`src/rtl/axi_wr_arbiter_if.sv`:
```
// Bundle of the two-requester upstream ports and the single downstream AXI3
// write channel (AW, W, B) seen by axi_wr_arbiter.
interface axi_wr_arbiter_if #(
  parameter int ADDR_W = 32,
  parameter int DATA_W = 32,
  parameter int ID_W   = 4,
  parameter int LEN_W  = 4
);
  localparam int STRB_W = DATA_W / 8;

  // Handshake rule on every channel: a transfer happens on a rising clk edge
  // where valid and ready are both 1; once valid is raised, the payload holds
  // steady until that edge.

  // Requester side, lane i at [i*W +: W]
  logic [1:0]          req_awvalid;
  logic [1:0]          req_awready;
  logic [2*ADDR_W-1:0] req_awaddr;
  logic [2*LEN_W-1:0]  req_awlen;
  logic [5:0]          req_awsize;
  logic [3:0]          req_awburst;
  logic [2*ID_W-1:0]   req_awid;
  logic [1:0]          req_wvalid;
  logic [1:0]          req_wready;
  logic [2*DATA_W-1:0] req_wdata;
  logic [2*STRB_W-1:0] req_wstrb;
  logic [1:0]          req_bvalid;
  logic [1:0]          req_bready;
  logic [1:0]          req_bresp;

  // Downstream slave side
  logic              awvalid;
  logic              awready;
  logic [ID_W-1:0]   awid;
  logic [LEN_W-1:0]  awlen;
  logic [2:0]        awsize;
  logic [ADDR_W-1:0] awaddr;
  logic [1:0]        awburst;
  logic              wvalid;
  logic              wready;
  logic [ID_W-1:0]   wid;
  logic [DATA_W-1:0] wdata;
  logic [STRB_W-1:0] wstrb;
  logic              wlast;
  logic              bvalid;
  logic              bready;
  logic [ID_W-1:0]   bid;
  logic [1:0]        bresp;

  modport master (
    input  req_awvalid, req_awaddr, req_awlen, req_awsize, req_awburst, req_awid,
    input  req_wvalid, req_wdata, req_wstrb, req_bready,
    output req_awready, req_wready, req_bvalid, req_bresp,
    output awvalid, awid, awlen, awsize, awaddr, awburst,
    output wvalid, wid, wdata, wstrb, wlast, bready,
    input  awready, wready, bvalid, bid, bresp
  );

  modport slave (
    output req_awvalid, req_awaddr, req_awlen, req_awsize, req_awburst, req_awid,
    output req_wvalid, req_wdata, req_wstrb, req_bready,
    input  req_awready, req_wready, req_bvalid, req_bresp,
    input  awvalid, awid, awlen, awsize, awaddr, awburst,
    input  wvalid, wid, wdata, wstrb, wlast, bready,
    output awready, wready, bvalid, bid, bresp
  );
endinterface

```
`src/rtl/axi_wr_arbiter.sv`:
```
// Round-robin arbiter granting one of two requesters a whole AXI3 write
// transaction (AW, all W beats, B); wlast and wid are generated here.
module axi_wr_arbiter #(
  parameter int ADDR_W = 32,
  parameter int DATA_W = 32,
  parameter int ID_W   = 4,
  parameter int LEN_W  = 4
) (
  input  logic             clk,
  input  logic             reset,
  axi_wr_arbiter_if.master bus,
  output logic             grant,
  output logic             busy,
  output logic             bid_err,
  output logic [1:0]       state_dbg
);
  localparam int STRB_W = DATA_W / 8;

  typedef enum logic [1:0] {
    S_IDLE = 2'd0,
    S_ADDR = 2'd1,
    S_DATA = 2'd2,
    S_RESP = 2'd3
  } state_t;

  state_t           state_q, state_d;
  logic             grant_q, grant_d;
  logic             last_grant_q, last_grant_d;
  logic [LEN_W-1:0] beat_cnt_q, beat_cnt_d;
  logic [LEN_W-1:0] len_q, len_d;
  logic [ID_W-1:0]  id_q, id_d;

  logic [ADDR_W-1:0] g_awaddr;
  logic [LEN_W-1:0]  g_awlen;
  logic [2:0]        g_awsize;
  logic [1:0]        g_awburst;
  logic [ID_W-1:0]   g_awid;
  logic [DATA_W-1:0] g_wdata;
  logic [STRB_W-1:0] g_wstrb;
  logic              g_wvalid;
  logic              g_bready;
  logic              last_beat;

  // Payload of the granted requester
  assign g_awaddr  = grant_q ? bus.req_awaddr[2*ADDR_W-1:ADDR_W] : bus.req_awaddr[ADDR_W-1:0];
  assign g_awlen   = grant_q ? bus.req_awlen[2*LEN_W-1:LEN_W]    : bus.req_awlen[LEN_W-1:0];
  assign g_awsize  = grant_q ? bus.req_awsize[5:3]               : bus.req_awsize[2:0];
  assign g_awburst = grant_q ? bus.req_awburst[3:2]              : bus.req_awburst[1:0];
  assign g_awid    = grant_q ? bus.req_awid[2*ID_W-1:ID_W]       : bus.req_awid[ID_W-1:0];
  assign g_wdata   = grant_q ? bus.req_wdata[2*DATA_W-1:DATA_W]  : bus.req_wdata[DATA_W-1:0];
  assign g_wstrb   = grant_q ? bus.req_wstrb[2*STRB_W-1:STRB_W]  : bus.req_wstrb[STRB_W-1:0];
  assign g_wvalid  = bus.req_wvalid[grant_q];
  assign g_bready  = bus.req_bready[grant_q];
  assign last_beat = (beat_cnt_q == len_q);

  assign grant     = grant_q;
  assign busy      = (state_q != S_IDLE);
  assign state_dbg = state_q;

  always_ff @(posedge clk or posedge reset) begin
    if (reset) begin
      state_q      <= S_IDLE;
      grant_q      <= 1'b0;
      last_grant_q <= 1'b1;
      beat_cnt_q   <= '0;
      len_q        <= '0;
      id_q         <= '0;
    end else begin
      state_q      <= state_d;
      grant_q      <= grant_d;
      last_grant_q <= last_grant_d;
      beat_cnt_q   <= beat_cnt_d;
      len_q        <= len_d;
      id_q         <= id_d;
    end
  end

  always_comb begin
    state_d         = state_q;
    grant_d         = grant_q;
    last_grant_d    = last_grant_q;
    beat_cnt_d      = beat_cnt_q;
    len_d           = len_q;
    id_d            = id_q;
    bid_err         = 1'b0;
    bus.req_awready = 2'b00;
    bus.req_wready  = 2'b00;
    bus.req_bvalid  = 2'b00;
    bus.req_bresp   = bus.bresp;
    bus.awvalid     = 1'b0;
    bus.awid        = '0;
    bus.awlen       = '0;
    bus.awsize      = '0;
    bus.awaddr      = '0;
    bus.awburst     = '0;
    bus.wvalid      = 1'b0;
    bus.wid         = '0;
    bus.wdata       = '0;
    bus.wstrb       = '0;
    bus.wlast       = 1'b0;
    bus.bready      = 1'b0;

    case (state_q)
      S_IDLE: begin
        if (|bus.req_awvalid) begin
          // Contention goes to the requester that did not win last time
          grant_d = (&bus.req_awvalid) ? ~last_grant_q : bus.req_awvalid[1];
          state_d = S_ADDR;
        end
      end
      S_ADDR: begin
        bus.awvalid              = 1'b1;
        bus.awid                 = g_awid;
        bus.awlen                = g_awlen;
        bus.awsize               = g_awsize;
        bus.awaddr               = g_awaddr;
        bus.awburst              = g_awburst;
        bus.req_awready[grant_q] = bus.awready;
        if (bus.awready) begin
          len_d      = g_awlen;
          id_d       = g_awid;
          beat_cnt_d = '0;
          state_d    = S_DATA;
        end
      end
      S_DATA: begin
        bus.wvalid              = g_wvalid;
        bus.wid                 = id_q;
        bus.wdata               = g_wdata;
        bus.wstrb               = g_wstrb;
        bus.wlast               = last_beat;
        bus.req_wready[grant_q] = bus.wready;
        if (g_wvalid && bus.wready) begin
          if (last_beat) state_d = S_RESP;
          else           beat_cnt_d = beat_cnt_q + 1'b1;
        end
      end
      S_RESP: begin
        bus.req_bvalid[grant_q] = bus.bvalid;
        bus.bready              = g_bready;
        if (bus.bvalid && g_bready) begin
          bid_err      = (bus.bid != id_q);
          last_grant_d = grant_q;
          state_d      = S_IDLE;
        end
      end
      default: state_d = S_IDLE;
    endcase
  end
endmodule

```
`src/flat_wrapper.sv`:
```
// flat-port wrapper written by rule: the top's interface ports become plain ports
module axi_wr_arbiter_flat 
#(
  parameter int ADDR_W = 32,
  parameter int DATA_W = 32,
  parameter int ID_W   = 4,
  parameter int LEN_W  = 4
)
  (clk, reset, grant, busy, bid_err, state_dbg, bus_req_awvalid, bus_req_awaddr, bus_req_awlen, bus_req_awsize, bus_req_awburst, bus_req_awid, bus_req_wvalid, bus_req_wdata, bus_req_wstrb, bus_req_bready, bus_req_awready, bus_req_wready, bus_req_bvalid, bus_req_bresp, bus_awvalid, bus_awid, bus_awlen, bus_awsize, bus_awaddr, bus_awburst, bus_wvalid, bus_wid, bus_wdata, bus_wstrb, bus_wlast, bus_bready, bus_awready, bus_wready, bus_bvalid, bus_bid, bus_bresp);
  axi_wr_arbiter_if #(.ADDR_W(ADDR_W), .DATA_W(DATA_W), .ID_W(ID_W), .LEN_W(LEN_W)) bus_i ();
  input  logic clk;
  input  logic reset;
  output logic grant;
  output logic busy;
  output logic bid_err;
  output logic [1:0] state_dbg;
  input wire logic [$bits(bus_i.req_awvalid)-1:0] bus_req_awvalid;
  input wire logic [$bits(bus_i.req_awaddr)-1:0] bus_req_awaddr;
  input wire logic [$bits(bus_i.req_awlen)-1:0] bus_req_awlen;
  input wire logic [$bits(bus_i.req_awsize)-1:0] bus_req_awsize;
  input wire logic [$bits(bus_i.req_awburst)-1:0] bus_req_awburst;
  input wire logic [$bits(bus_i.req_awid)-1:0] bus_req_awid;
  input wire logic [$bits(bus_i.req_wvalid)-1:0] bus_req_wvalid;
  input wire logic [$bits(bus_i.req_wdata)-1:0] bus_req_wdata;
  input wire logic [$bits(bus_i.req_wstrb)-1:0] bus_req_wstrb;
  input wire logic [$bits(bus_i.req_bready)-1:0] bus_req_bready;
  output wire logic [$bits(bus_i.req_awready)-1:0] bus_req_awready;
  output wire logic [$bits(bus_i.req_wready)-1:0] bus_req_wready;
  output wire logic [$bits(bus_i.req_bvalid)-1:0] bus_req_bvalid;
  output wire logic [$bits(bus_i.req_bresp)-1:0] bus_req_bresp;
  output wire logic [$bits(bus_i.awvalid)-1:0] bus_awvalid;
  output wire logic [$bits(bus_i.awid)-1:0] bus_awid;
  output wire logic [$bits(bus_i.awlen)-1:0] bus_awlen;
  output wire logic [$bits(bus_i.awsize)-1:0] bus_awsize;
  output wire logic [$bits(bus_i.awaddr)-1:0] bus_awaddr;
  output wire logic [$bits(bus_i.awburst)-1:0] bus_awburst;
  output wire logic [$bits(bus_i.wvalid)-1:0] bus_wvalid;
  output wire logic [$bits(bus_i.wid)-1:0] bus_wid;
  output wire logic [$bits(bus_i.wdata)-1:0] bus_wdata;
  output wire logic [$bits(bus_i.wstrb)-1:0] bus_wstrb;
  output wire logic [$bits(bus_i.wlast)-1:0] bus_wlast;
  output wire logic [$bits(bus_i.bready)-1:0] bus_bready;
  input wire logic [$bits(bus_i.awready)-1:0] bus_awready;
  input wire logic [$bits(bus_i.wready)-1:0] bus_wready;
  input wire logic [$bits(bus_i.bvalid)-1:0] bus_bvalid;
  input wire logic [$bits(bus_i.bid)-1:0] bus_bid;
  input wire logic [$bits(bus_i.bresp)-1:0] bus_bresp;
  assign bus_i.req_awvalid = bus_req_awvalid;
  assign bus_i.req_awaddr = bus_req_awaddr;
  assign bus_i.req_awlen = bus_req_awlen;
  assign bus_i.req_awsize = bus_req_awsize;
  assign bus_i.req_awburst = bus_req_awburst;
  assign bus_i.req_awid = bus_req_awid;
  assign bus_i.req_wvalid = bus_req_wvalid;
  assign bus_i.req_wdata = bus_req_wdata;
  assign bus_i.req_wstrb = bus_req_wstrb;
  assign bus_i.req_bready = bus_req_bready;
  assign bus_req_awready = bus_i.req_awready;
  assign bus_req_wready = bus_i.req_wready;
  assign bus_req_bvalid = bus_i.req_bvalid;
  assign bus_req_bresp = bus_i.req_bresp;
  assign bus_awvalid = bus_i.awvalid;
  assign bus_awid = bus_i.awid;
  assign bus_awlen = bus_i.awlen;
  assign bus_awsize = bus_i.awsize;
  assign bus_awaddr = bus_i.awaddr;
  assign bus_awburst = bus_i.awburst;
  assign bus_wvalid = bus_i.wvalid;
  assign bus_wid = bus_i.wid;
  assign bus_wdata = bus_i.wdata;
  assign bus_wstrb = bus_i.wstrb;
  assign bus_wlast = bus_i.wlast;
  assign bus_bready = bus_i.bready;
  assign bus_i.awready = bus_awready;
  assign bus_i.wready = bus_wready;
  assign bus_i.bvalid = bus_bvalid;
  assign bus_i.bid = bus_bid;
  assign bus_i.bresp = bus_bresp;
  axi_wr_arbiter #(.ADDR_W(ADDR_W), .DATA_W(DATA_W), .ID_W(ID_W), .LEN_W(LEN_W)) u_core (.clk(clk), .reset(reset), .bus(bus_i), .grant(grant), .busy(busy), .bid_err(bid_err), .state_dbg(state_dbg));
endmodule
```
`config.mk`:
```
export PLATFORM = sky130hd
export DESIGN_NAME = axi_wr_arbiter_flat
export DESIGN_NICKNAME = d
export VERILOG_FILES = /design/src/rtl/axi_wr_arbiter_if.sv /design/src/rtl/axi_wr_arbiter.sv /design/src/flat_wrapper.sv
export SDC_FILE = /design/constraint.sdc
export NUM_CORES = 1
export LEC_CHECK = 0
export BUFFER_PORTS_ARGS = -buffer_cell sky130_fd_sc_hd__buf_4
export CORE_AREA = 2 2 109 111
export CTS_CLUSTER_SIZE = 16
export DETAILED_ROUTE_END_ITERATION = 12
export DIE_AREA = 0 0 111 113
export HOLD_SLACK_MARGIN = 0.08
export PLACE_DENSITY_LB_ADDON = 0.3
export SYNTH_ARGS = -nofsm -noshare
export SYNTH_HDL_FRONTEND = slang
export SYNTH_SLANG_ARGS = --single-unit
```
`constraint.sdc`:
```
create_clock -name clk -period 2 [get_ports clk]
set_input_delay 0.4 -clock clk [delete_from_list [all_inputs] [get_ports clk]]
set_output_delay 0.4 -clock clk [all_outputs]
set_load 0.02 [all_outputs]
```
==> results.txt <==
----------------------------------------------------
[Yosys]
  Synth area leaders ... sky130_fd_sc_hd__mux2i_1, sky130_fd_sc_hd__dfrtp_1, sky130_fd_sc_hd__nor2b_1, sky130_fd_sc_hd__nor2_1, sky130_fd_sc_hd__xor2_1
  Number of distinct library cells after synthesis ... 36
  Number of storage elements in the synthesis netlist ... 16
  Synthesized instance count ... 306
  Top flip-flop cell by instance count after synthesis ... sky130_fd_sc_hd__dfrtp_1
  Number of warnings issued by yosys ... 0
  Per-instance average area after synthesis ... 7.887 sq um
  Share of the synthesized area in the top cell type ... 0.3401
  Library cell occupying the most area in the post-synthesis netlist ... sky130_fd_sc_hd__mux2i_1
  Post-Synthesis Net Count ... 490
  Count of flip-flops with a built-in enable after synthesis ... 0
  Sequential area share after synthesis ... 0.1664
  Netlist area before placement ... 2414 sq um
  Post-synthesis async set-or-reset flop share ... 1.000

[Route]
  Detailed-route wire length ... 11300 um
  DRT antenna net count ... 0
  Violation count after the first detailed-routing iteration ... 115
  Detailed-router iteration count before antenna repair ... 4
  Vias post-DR ... 3216
  Average wire per standard cell ... 15.66 um
  Post-detailed-route DRC marker count ... 0
  Vias per cell ... 4.454

[Finish]
  Proportion of layout cells with a drive suffix above 1 ... 0.6598
  Commonest non-fill, non-tap cell in the layout ... sky130_fd_sc_hd__buf_4
  Finished Layout Cells ... 722
  Antenna diode count ... 0
  Area growth, synth to finish ... 110.9%
  Nets ... 764
  Most frequent cells in the layout ... sky130_fd_sc_hd__buf_4, sky130_fd_sc_hd__mux2i_1, sky130_fd_sc_hd__nor2b_2
  Utilization of the core after routing ... 0.4517
  Post-layout instance area ... 5091 sq um

[GRT]
  Largest net degree at the start of global routing ... 27
  Initial antenna violation count ... 0
  Wire length of the first global-routing pass ... 16550 um
  Overall global routing resource usage ... 0.1628
  Via count of the first global-routing pass ... 3174
  GRT overflow ... 0

[Place]
  Placed cell area ... 4871 sq um
  Cell count after placement ... 713
  GP Congestion ... 0.8605
  Sum of net half-perimeters after detailed placement ... 9297 um
  Port Buffer Count ... 276

[CTS]
  Root cell of the clock tree ... sky130_fd_sc_hd__clkbuf_16
  Htree depth ... 1
  Clock buffers created by TritonCTS ... 3
  Clock latency of the later-clocked register in the worst-skew pair ... 0.25 ns
  TritonCTS clock tree ... built
  Clock-pin slew on the worst setup and hold paths ... 0.06 ns
  Max Buffers Root-to-Sink ... 2
  Number of clock sinks seen by CTS ... 16
  Post-cts hold buffer count ... 0

[Power]
  Register share of total power ... 0.106
  Switching part of the total power ... 0.4822
  Maximum vdd drop ... 656.9 uV
  Total internal power ... 3.461 mW
  Design Power ... 6.684 mW
  Total power divided by cell area ... 1313 nW/um^2
  Reported net switching power ... 3.223 mW
  Leakage power of the design ... 2.635 nW
  Clock power share ... 0.066
  Combinational Power Share ... 0.829

[STA]
  Final setup violation count ... 0
  Maximum achievable frequency ... 512.6 MHz
  Sum of negative setup slack ... 0 ns
  RSZ-0062 raised after global routing ... true
  Slew at the pin closest to its max-slew limit ... 0.6819 ns
  Max-slew headroom at the worst pin ... 0.5449
  Count of pins over their slew limit ... 0
  Final worst-path cycle share ... 0.9754
  Clk_skew ... 0.006472 ns
  Period minus WS final ... 1.951 ns
  Number of hold violations in the final report ... 0

[Worst setup path]
  Worst endpoint data arrival time ... 1.55 ns
  CP Cell Sequence ... buf_12 -> mux2i_1 -> nor2b_2 -> buf_4
  Launching element type of the critical path ... register
  Critical path data required time ... 1.60 ns
  Slowest stage delay, CP ... 0.54 ns
  Start-to-end type of the worst setup path ... reg -> out
  Crit path max-delay family ... flip-flops
  Type of element capturing the critical path ... output port
  Total buffers and inverters traversed by the critical path ... 2
  Crit-path max FO ... 26
  Cell type of the slowest stage on the worst timing path ... sky130_fd_sc_hd__dfrtp_4

[Flow run]
  Max-cap check violation count ... 0

[Outcome]
  Result of the run ... finished clean

[Die]
  Number of cell rows ... 39
  Die Height ... 113 um
  Overall die area ... 12540 sq um
  Top Ports ... 281
  Floorplan core area ... 11270 sq um
  X dimension of the die ... 111 um
  Starting density of the core ... 0.2141

[Min path]
  Path type of the worst min-delay path ... in -> async

----------------------------------------------------
[flip-flops by register name (all words and copies together), names as in the netlist]
register,count
u_core.state_dbg,2
u_core.id_q,4
u_core.last_grant_q,1
u_core.len_q,4
u_core.grant,1
u_core.beat_cnt_q,4
[synthesized netlist by cell type (6+ instances only)]
cell type                  number
sky130_fd_sc_hd__nor2_1        48
sky130_fd_sc_hd__and2_1         7
sky130_fd_sc_hd__nor2b_1       50
sky130_fd_sc_hd__a21oi_1       10
sky130_fd_sc_hd__nand2_1        6
sky130_fd_sc_hd__xor2_1         8
sky130_fd_sc_hd__buf_2          9
sky130_fd_sc_hd__mux2i_1       82
sky130_fd_sc_hd__dfrtp_1       15
sky130_fd_sc_hd__nand3_1        7
sky130_fd_sc_hd__clkbuf_1      14
sky130_fd_sc_hd__inv_1          7
[path summary, 6_finish.rpt]
kind                                    start                   to  slack [ns]  cells past startpoint
setup reg to reg                 u_core.grant  u_core.state_dbg[1]        0.12                      5
max in group asynchronous               reset         u_core.grant        1.24                      2
hold reg to reg               u_core.len_q[3]      u_core.len_q[3]        0.55                      2
setup / recovery                 u_core.grant        bus_awaddr[8]        0.05                      4
hold / removal                          reset       u_core.id_q[3]        0.26                      2
min in group clk           bus_req_awvalid[1]         u_core.grant        0.45                      2
[layer usage]
layer,up-vias,global-route usage,routed length (um)
met4,0,0.01250,23
met2,148,0.3084,6023
met3,2,0.03696,788
met5,-,0,0
li1,1595,-,-
met1,1471,0.1960,4466
[cells by family after synthesis]
group,count (synthesis),share of synthesized area
multiplexers,84,0.3504
buffers and inverters,33,0.06065
XOR/XNOR,8,0.02903
AO/OA/AOI/OAI,25,0.07310
flip-flops,16,0.1664
adder cells (fa/ha/maj),5,0.02592
AND/OR/NAND/NOR,135,0.2944
[repair_timing]
item	CTS	global route
endpoints found under the setup margin	83	91
resized for setup	5	17
pin swaps	0	2
buffers inserted	1	4
[power groups by stage]
stage	registers [mW]	clock network (mW)	logic (mW)
global route	0.747	0.466	5.93
CTS	0.722	0.452	5.40
detailed placement	0.753	0	5.28
global placement	0.743	0	5.22
floorplan	0.639	0	3.38
finish	0.707	0.440	5.54
[stage by stage]
step | setup WS (ns) | hold WS (ns)
floorplan | -0.01418 | 0.3130
global placement | 0.1309 | 0.5288
detailed placement | 0.06675 | 0.5372
CTS | -0.04934 | 0.3101
global route | -0.04023 | 0.3261
finish | 0.04911 | 0.2620
[area by class of cell]
cell class / instances / area [sq um]
clock buffers: 4 / 88.84
inverters: 7 / 28.78
flip-flops and latches: 16 / 407.9
well taps: 143 / 178.9
fillers: 1126 / 6181
repair buffers: 295 / 2288
multi-input cells: 257 / 2098
Power figures use the tool's default switching activity.
